$ cat config.mk
export PLATFORM = sky130hd
export DESIGN_NAME = com_packet_ctrl
export DESIGN_NICKNAME = d
export VERILOG_FILES = /design/src/rtl/com_packet_ctrl.sv
export SDC_FILE = /design/constraint.sdc
export NUM_CORES = 1
export LEC_CHECK = 0
export ABC_AREA = 1
export CAP_MARGIN = 20
export CORE_MARGIN = 2
export CORE_UTILIZATION = 29
export CTS_CLUSTER_SIZE = 14
export DETAILED_ROUTE_END_ITERATION = 7
export GPL_TIMING_DRIVEN = 0
export PLACE_DENSITY_LB_ADDON = 0.1
export SLEW_MARGIN = 0
export SYNTH_ARGS = -nofsm -noshare
export SYNTH_HDL_FRONTEND = slang
export SYNTH_SLANG_ARGS = --single-unit
$ cat constraint.sdc
create_clock -name clk -period 5.9 [get_ports clk]
set_input_delay 1.18 -clock clk [delete_from_list [all_inputs] [get_ports clk]]
set_output_delay 1.18 -clock clk [all_outputs]
set_load 0.1 [all_outputs]
$ cat src/rtl/com_packet_ctrl.sv
// com_packet_ctrl: packet sequencer between the byte-array registers and the
// byte-wide UART cores.
//
// TX path: on tx_start the whole tx_arr is snapshotted, then the bytes go
// out one at a time (byte 0 first). Each byte is paced by the UART busy
// flag and by the tx_block flow-control input.
// RX path: incoming bytes are collected in a shadow array. When the last
// byte of a packet arrives, the shadow is copied to rx_arr in one step. A
// packet that stalls for RX_TIMEOUT idle cycles is thrown away.
//
// Ports:
//   clk, rst_n     system clock; asynchronous active-low reset
//   rx_data        byte from serial_rx, valid while new_rx_data is high
//   new_rx_data    1-cycle strobe from serial_rx
//   tx_data        byte to serial_tx; registered and held stable
//   new_tx_data    1-cycle strobe to serial_tx
//   uart_tx_busy   serial_tx is busy shifting a byte
//   tx_block       flow control; no new byte is issued while it is high
//   tx_arr         packet to send; byte i = bits [8i+7:8i]
//   tx_start       request to send tx_arr (ignored while a send is running)
//   tx_busy        high while a packet send is in progress
//   rx_arr         last complete packet; byte i = bits [8i+7:8i]
//   new_rx         1-cycle strobe; rx_arr was just updated
//   rx_busy        high while a packet is partially received

module com_packet_ctrl #(
    parameter int DATA_SIZE  = 16,
    parameter int ADDR_SIZE  = 4,
    parameter int RX_TIMEOUT = 50000
) (
    input  logic                   clk,
    input  logic                   rst_n,
    input  logic [7:0]             rx_data,
    input  logic                   new_rx_data,
    output logic [7:0]             tx_data,
    output logic                   new_tx_data,
    input  logic                   uart_tx_busy,
    input  logic                   tx_block,
    input  logic [DATA_SIZE*8-1:0] tx_arr,
    input  logic                   tx_start,
    output logic                   tx_busy,
    output logic [DATA_SIZE*8-1:0] rx_arr,
    output logic                   new_rx,
    output logic                   rx_busy
);

    localparam logic [ADDR_SIZE-1:0] LP_LAST = ADDR_SIZE'(DATA_SIZE - 1);
    localparam logic [ADDR_SIZE-1:0] LP_ONE  = ADDR_SIZE'(1);
    localparam logic [23:0]          LP_TO   = 24'(RX_TIMEOUT);

    // ------------------------------------------------------------------
    // TX side
    // ------------------------------------------------------------------
    typedef enum logic [1:0] {
        TX_IDLE,
        TX_SEND,
        TX_WAIT
    } tx_state_t;

    tx_state_t                     r_tx_state;
    tx_state_t                     w_tx_next;
    logic [DATA_SIZE-1:0][7:0]     r_tx_snap;
    logic [ADDR_SIZE-1:0]          r_tx_idx;
    logic [7:0]                    r_tx_data;
    logic                          r_tx_new;
    logic                          r_tx_busy;
    logic                          r_tx_hold;
    logic                          w_tx_load;
    logic                          w_tx_fire;
    logic                          w_tx_adv;
    logic                          w_tx_done;

    always_ff @(posedge clk or negedge rst_n) begin
        if (!rst_n) begin
            r_tx_state <= TX_IDLE;
        end else begin
            r_tx_state <= w_tx_next;
        end
    end

    always_comb begin
        w_tx_next = r_tx_state;
        w_tx_load = 1'b0;
        w_tx_fire = 1'b0;
        w_tx_adv  = 1'b0;
        w_tx_done = 1'b0;
        unique case (r_tx_state)
            TX_IDLE: begin
                if (tx_start) begin
                    w_tx_load = 1'b1;
                    w_tx_next = TX_SEND;
                end
            end
            TX_SEND: begin
                if (!uart_tx_busy && !tx_block) begin
                    w_tx_fire = 1'b1;
                    w_tx_next = TX_WAIT;
                end
            end
            TX_WAIT: begin
                // The UART raises busy one cycle after our strobe, so the
                // first WAIT cycle must not trust a low busy flag.
                if (!r_tx_hold && !uart_tx_busy) begin
                    if (r_tx_idx == LP_LAST) begin
                        w_tx_done = 1'b1;
                        w_tx_next = TX_IDLE;
                    end else begin
                        w_tx_adv  = 1'b1;
                        w_tx_next = TX_SEND;
                    end
                end
            end
            default: begin
                w_tx_next = TX_IDLE;
            end
        endcase
    end

    always_ff @(posedge clk or negedge rst_n) begin
        if (!rst_n) begin
            r_tx_snap <= '0;
            r_tx_idx  <= '0;
            r_tx_data <= '0;
            r_tx_new  <= 1'b0;
            r_tx_busy <= 1'b0;
            r_tx_hold <= 1'b0;
        end else begin
            r_tx_new  <= w_tx_fire;
            r_tx_hold <= w_tx_fire;
            if (w_tx_load) begin
                r_tx_snap <= tx_arr;
                r_tx_idx  <= '0;
                r_tx_busy <= 1'b1;
            end
            if (w_tx_fire) begin
                r_tx_data <= r_tx_snap[r_tx_idx];
            end
            if (w_tx_adv) begin
                r_tx_idx <= r_tx_idx + LP_ONE;
            end
            if (w_tx_done) begin
                r_tx_busy <= 1'b0;
            end
        end
    end

    assign tx_data     = r_tx_data;
    assign new_tx_data = r_tx_new;
    assign tx_busy     = r_tx_busy;

    // ------------------------------------------------------------------
    // RX side
    // ------------------------------------------------------------------
    typedef enum logic {
        RX_IDLE,
        RX_RECV
    } rx_state_t;

    rx_state_t                     r_rx_state;
    rx_state_t                     w_rx_next;
    logic [DATA_SIZE-1:0][7:0]     r_rx_shadow;
    logic [DATA_SIZE-1:0][7:0]     w_rx_full;
    logic [DATA_SIZE-1:0][7:0]     r_rx_arr;
    logic [ADDR_SIZE-1:0]          r_rx_idx;
    logic [23:0]                   r_rx_cnt;
    logic                          r_rx_new;
    logic                          r_rx_busy;
    logic                          w_rx_last;
    logic                          w_rx_tmo;
    logic                          w_rx_store;
    logic                          w_rx_commit;
    logic                          w_rx_drop;

    assign w_rx_last = (r_rx_idx == LP_LAST);

    // Counter value after this idle cycle matches the limit; a limit of
    // zero never matches, and a saturated counter wraps +1 to zero.
    assign w_rx_tmo = (LP_TO != 24'd0) &&
                      ((r_rx_cnt + 24'd1) == LP_TO);

    // Shadow with the incoming byte already merged, so the final byte can
    // be committed on the same edge it arrives.
    always_comb begin
        w_rx_full = r_rx_shadow;
        w_rx_full[r_rx_idx] = rx_data;
    end

    always_ff @(posedge clk or negedge rst_n) begin
        if (!rst_n) begin
            r_rx_state <= RX_IDLE;
        end else begin
            r_rx_state <= w_rx_next;
        end
    end

    always_comb begin
        w_rx_next   = r_rx_state;
        w_rx_store  = 1'b0;
        w_rx_commit = 1'b0;
        w_rx_drop   = 1'b0;
        unique case (r_rx_state)
            RX_IDLE: begin
                if (new_rx_data) begin
                    w_rx_store = 1'b1;
                    if (w_rx_last) begin
                        w_rx_commit = 1'b1;
                    end else begin
                        w_rx_next = RX_RECV;
                    end
                end
            end
            RX_RECV: begin
                if (new_rx_data) begin
                    w_rx_store = 1'b1;
                    if (w_rx_last) begin
                        w_rx_commit = 1'b1;
                        w_rx_next   = RX_IDLE;
                    end
                end else if (w_rx_tmo) begin
                    w_rx_drop = 1'b1;
                    w_rx_next = RX_IDLE;
                end
            end
            default: begin
                w_rx_next = RX_IDLE;
            end
        endcase
    end

    always_ff @(posedge clk or negedge rst_n) begin
        if (!rst_n) begin
            r_rx_shadow <= '0;
            r_rx_arr    <= '0;
            r_rx_idx    <= '0;
            r_rx_cnt    <= '0;
            r_rx_new    <= 1'b0;
            r_rx_busy   <= 1'b0;
        end else begin
            r_rx_new <= w_rx_commit;
            if (w_rx_store) begin
                r_rx_shadow <= w_rx_full;
            end
            if (w_rx_store || w_rx_drop) begin
                r_rx_cnt <= '0;
            end else if (r_rx_state == RX_RECV && r_rx_cnt != '1) begin
                r_rx_cnt <= r_rx_cnt + 24'd1;
            end
            if (w_rx_commit) begin
                r_rx_arr  <= w_rx_full;
                r_rx_idx  <= '0;
                r_rx_busy <= 1'b0;
            end else if (w_rx_store) begin
                r_rx_idx  <= r_rx_idx + LP_ONE;
                r_rx_busy <= 1'b1;
            end else if (w_rx_drop) begin
                r_rx_idx  <= '0;
                r_rx_busy <= 1'b0;
            end
        end
    end

    assign rx_arr  = r_rx_arr;
    assign new_rx  = r_rx_new;
    assign rx_busy = r_rx_busy;

endmodule
# Word-level counts from Yosys, hierarchy flattened

Cells that the tools add are included.

Equality and inequality tests: 9
Reductions and logical operators: 14
Shift-type cells: 0
Bitwise gates (word level): 1
$lt $le $gt $ge: 3
$add $sub $neg: 3
Muxes and demuxes: 43
Multipliers: 0
Divide/modulo/power cells: 0

Operators by type and width:

| kind                                                               | count |
|---|---|
| bitwise mux 128 bit                                                | 1 |
| two-way mux 24 bit                                                 | 2 |
| binary-select mux 8 bit (select 4 bit)                             | 1 |
| demux 8 bit (select 4 bit)                                         | 1 |
| two-way mux 1 bit                                                  | 26 |
| adder 24 x 1 -> 24 bit (second input constant)                     | 1 |
| equality test 24 x 16 -> 1 bit (second input constant)             | 1 |
| != test 24 bit (second input constant)                             | 1 |
| two-way mux 4 bit                                                  | 5 |
| two-way mux 8 bit                                                  | 2 |
| < comparator 4 x 5 -> 1 bit (second input constant)                | 2 |
| adder 4 x 1 -> 4 bit (second input constant)                       | 2 |
| equality test 4 bit (second input constant)                        | 2 |
| two-way mux 2 bit                                                  | 3 |
| != test 2 bit (second input constant)                              | 3 |
| one-hot mux 2 bit (3 select lines)                                 | 1 |
| nonzero test 2 bit                                                 | 3 |
| greater-or-equal comparator 4 x 1 -> 1 bit (second input constant) | 1 |
| logical AND 1 bit                                                  | 4 |
| logical NOT 1 bit                                                  | 3 |
| AND reduction 3 bit                                                | 1 |
| nonzero test 3 bit                                                 | 1 |
| equality test 2 x 1 -> 1 bit (second input constant)               | 1 |
| equality test 2 bit (second input constant)                        | 1 |
| 4 further kinds                                                    | 4 |

Memories: 0
Register bits after elaboration: 431
Latch bits: 0
Input bits: 142
Bits in writable memories: 0
Memory bits (read-only): 0
Logic and storage cells: 131
Output and inout port bits: 140

# Logic depth before layout (Yosys ltp)

Depth after elaboration: 8
Gate-level depth with buffers: 15
Mapped depth without buffers: 14

# Least setup slack after synthesis

OpenSTA, ideal clock, no wires.

Path kind: input to register
From: in new_rx_data
To: reg r_rx_arr (netlist bit rx_arr[100])
Arrival time: 2.372 ns
Required time: 5.817 ns
Stages: 8
Setup slack: 3.445 ns
Path buffers: 3
Path through: nand2_1 -> nor2_2 -> inv_2 -> clkbuf_1 -> clkbuf_1 -> clkbuf_1 -> nand2_1 -> o21ai_0

Longest elaborated chain between the ends: 1

RTL lines:

| what                 | RTL line | text |
|---|---|---|
| start, declared      | 34       | `input logic new_rx_data,` |
| two-way mux 1 bit    | 203, 213 |  |
| net w_rx_commit      | 171      | `logic w_rx_commit;` |
| end signal, assigned | 249      | `r_rx_arr <= w_rx_full;` |
| end, declared        | 163      | `logic [DATA_SIZE-1:0][7:0] r_rx_arr;` |

The timed path passes the listed nets, and every way through them passes these cells.
A chain may end at the register's enable or synchronous reset.

# Worst setup path in the final report

From: in new_rx_data
To: reg r_rx_arr (netlist bit rx_arr[6])

Same word-level chain as after synthesis.

==> summary.md <==
| Metric | Value |
|---|---|
| Hold Crit Class | `reg2reg` |
| First-pass GRT wire length | `96900 um` |
| WP data required | `6.35 ns` |
| Final hold vios | `0` |
| Power Density | `583 mW/mm2` |
| Final worst setup slack | `around 2.0 ns` |
| Final Skew | `roughly 0.024 ns` |
| Worst Hold Margin | `between 0.4 and 0.5 ns` |
| Detail Route Antenna Nets | `0` |
| Drt initial violations | `a little under 1000` |
| Mapped Nets | `2185` |
| Post-CTS Resized | `0` |
| CTS Hold Bufs | `0` |
| Worst skew pair latency | `0.59 ns` |
| Fill cells | `roughly 6400` |
| Clk sinks | `around 420` |
| CTS tree | `done` |
| Number of port buffers | `281` |
| Fin nets | `~2500` |
| Hold Path Stages | `2` |
| Cells after DPL | `around 3200` |
| Die area | `0.0661 mm2` |
| I/O pins | `around 280` |
| Routability cong. | `roughly 0.86` |
| Setup WS pre-CTS | `around 1.3 ns` |
| Yosys reg bits | `423` |
| Post-Syn Area per Cell | `approximately 9 um2` |
| GR Util met2 | `30.7%` |
| Most frequent cells in the layout | `428 x nand2_1, 423 x dfrtp_1, 343 x o21ai_0` |
| Setup bufs post-CTS | `0` |
| Most used routing layer | `met2` |
| Post-Route Utilization | `between 30% and 40%` |
| Status | `completed` |
| Fin crit period | `3.94 ns` |
| Worst-path clk slew | `~0.060 ns` |
| Total gr overflow | `0` |
| Setup crit start kind | `input port` |
| Ys async rst share | `100%` |
| Root buf cell | `clkbuf_16` |
| Initial Util | `29.4%` |
| Grt met3 use | `roughly 4.0%` |
| Routed Wire Length | `63200 um` |
| Tot Pwr | `14.2 mW` |
| Vias in the first global route | `approximately 16000` |
| Via Count | `roughly 16000` |
| Least-Margin Pin Slew | `1.11 ns` |
| Die height | `257 um` |
| EDFF count, synth | `0` |
| Clock buffer depth | `3` |
| Reg2Reg Depth | `9` |
| Unrepaired setup endpoints after global routing | `no` |
| Hold worst-path end | `rx_arr[122]$_DFFE_PN0P_` |
| Slew Limit Fails | `0` |
| R2R Path Start | `r_rx_idx[0]$_DFFE_PN0P_` |
| Simple logic cell fraction of the synthesized area | `16.3%` |
| Commonest non-fill, non-tap cell in the layout | `nand2_1` |
| VDD IR max | `between 0.4 and 0.5 mV` |
| R2R Setup Slk | `2.37 ns` |
| Max frequency | `0.253 GHz` |
| Synth warnings | `0` |
| Synth Area in Compound Gates | `14.1%` |
| Row cnt | `92` |
| RR Endpoint | `rx_arr[6]$_DFFE_PN0P_` |
| Routed wire length per instance | `between 15 and 20 um` |
| Leakage power | `10.3 nW` |
| Cells after synthesis | `2036` |
| Fin crit share | `roughly 67%` |
| Worst setup path category | `in2reg` |
| Mapped Area | `0.0186 mm2` |
| Synth cell types | `32` |
| CTS H-tree depth | `2` |
| DP HPWL | `roughly 46000 um` |
| Post-synthesis mux area share | `7.76%` |
| Max_slew headroom | `between 20% and 30%` |
| Register area share after synthesis | `57.0%` |
| XOR/XNOR Fraction of Synth Area | `less than 1%` |
| Initial antenna violation count | `5` |
| Layout cells sized above 1 | `about a tenth` |
| Router iterations before antenna repair | `6` |
| Gr usage total | `19.0%` |
| Arrival @ worst endpoint | `around 4.4 ns` |
| Setup violators final | `0` |
| CORE AREA | `0.0632 mm2` |
| Beginning of the worst hold path | `rx_arr[122]$_DFFE_PN0P_` |
| Drt via density | `approximately 4.8` |
| Residual DRC | `0` |
| Total CTS buffers | `50` |
| Crit path max fanout | `10` |
| CP endpoint kind | `register` |
| Largest family of logic cells by synthesized area | `simple AND/OR/NAND/NOR gates` |
| MaxCap Viol Count | `0` |
| Synth Area in Adders | `less than 1%` |
| Synth Flop Type | `dfrtp_1` |
| Synthesis-to-layout area growth | `30.7%` |
| Met1 usage | `between 20% and 30%` |
| Largest net degree at the start of global routing | `110` |
| Die X | `about 260 um` |
| Fin cells | `~3300` |
critical path: stages:
cell,delay (ns)
clkdlybuf4s50_1,0.52
nand2_1,0.17
nor2_2,0.13
inv_2,0.11
clkbuf_1,0.54
buf_8,0.23
clkbuf_1,0.80
clkbuf_1,0.50
o21ai_0,0.18
routing by layer:
metal,up-vias,part of all wire (%)
met1,7711,45
met5,-,0.040
met4,4,2.3
met2,392,47
met3,78,5.7
li1,7442,-
where the power goes:
group	switching (mW)	internal (mW)	total (mW)
Sequential	0.671	4.10	4.77
Combinational	4.45	1.75	6.20
Clock	1.27	1.93	3.20
flip-flops by register name, summed over array words and instances, names as in the netlist:
register     flops
r_tx_state       2
r_rx_cnt        24
rx_arr         128
tx_busy          1
r_rx_shadow    120
r_tx_snap      128
tx_data          8
rx_busy          1
r_tx_hold        1
r_rx_idx         4
r_tx_idx         4
new_rx           1
r_rx_state       1
area by class of cell:
class | instances | area [um2] | share of cell area, %
inverters | 72 | 270 | 1.11
plain buffers | 124 | 490 | 2.02
flip-flops and latches | 423 | 10600 | 43.6
well taps | 846 | 1060 | 4.36
clock inverters | 20 | 269 | 1.11
multi-input cells | 1417 | 7230 | 29.8
clock buffers | 67 | 1410 | 5.79
repair buffers | 287 | 2970 | 12.2
diodes | 1 | 2.50 | 0.0103
worst max-delay path by stage:
stage	startpoint	to
after detailed placement	new_rx_data	rx_arr[6]$_DFFE_PN0P_
final	new_rx_data	rx_arr[6]$_DFFE_PN0P_
after CTS	new_rx_data	rx_arr[6]$_DFFE_PN0P_
after floorplan	new_rx_data	rx_arr[100]$_DFFE_PN0P_
after global placement	rst_n	r_tx_snap[78]$_DFFE_PN0P_
after global routing	new_rx_data	rx_arr[99]$_DFFE_PN0P_
through the flow:
stage	setup TNS (ns)	area, um2
2_1_floorplan	0	18600
3_3_place_gp	-6746.53	22400
3_5_place_dp	0	22600
4_1_cts	0	24300
5_1_grt	0	24300
6_report	0	24300
synthesized netlist by cell type (2+ instances only):
master    count  share of area [%]
nand2_2       3               0.10
nand2_1     428                8.6
clkbuf_1    108                2.2
a21oi_1     124                3.3
xor2_1        5               0.24
nand4_1       4               0.13
o22ai_1      39                1.3
mux2_2      128                7.8
buf_1         8               0.16
nor3_1        3              0.081
dfrtp_1     423                 57
buf_6         2               0.12
xnor2_1       2              0.094
nor2_1      270                5.5
o21ai_0     343                9.2
nand3_1      37                1.0
o21bai_1      2              0.081
inv_2         2              0.040
ha_1          7               0.47
nor2_2        8               0.27
nand3b_1      5               0.20
buf_2         5               0.13
inv_1        69                1.4
nor2_4        3               0.18
logic make-up after synthesis:
group / Yosys count
xor gates and xnor gates: 7
muxes: 128
adders and majority gates: 7
buffers and inverters: 196
and+or+nand+nor: 764
DFF: 423
AOI/OAI and AO/OA: 511
No activity file was read; power rests on OpenSTA's default activity.
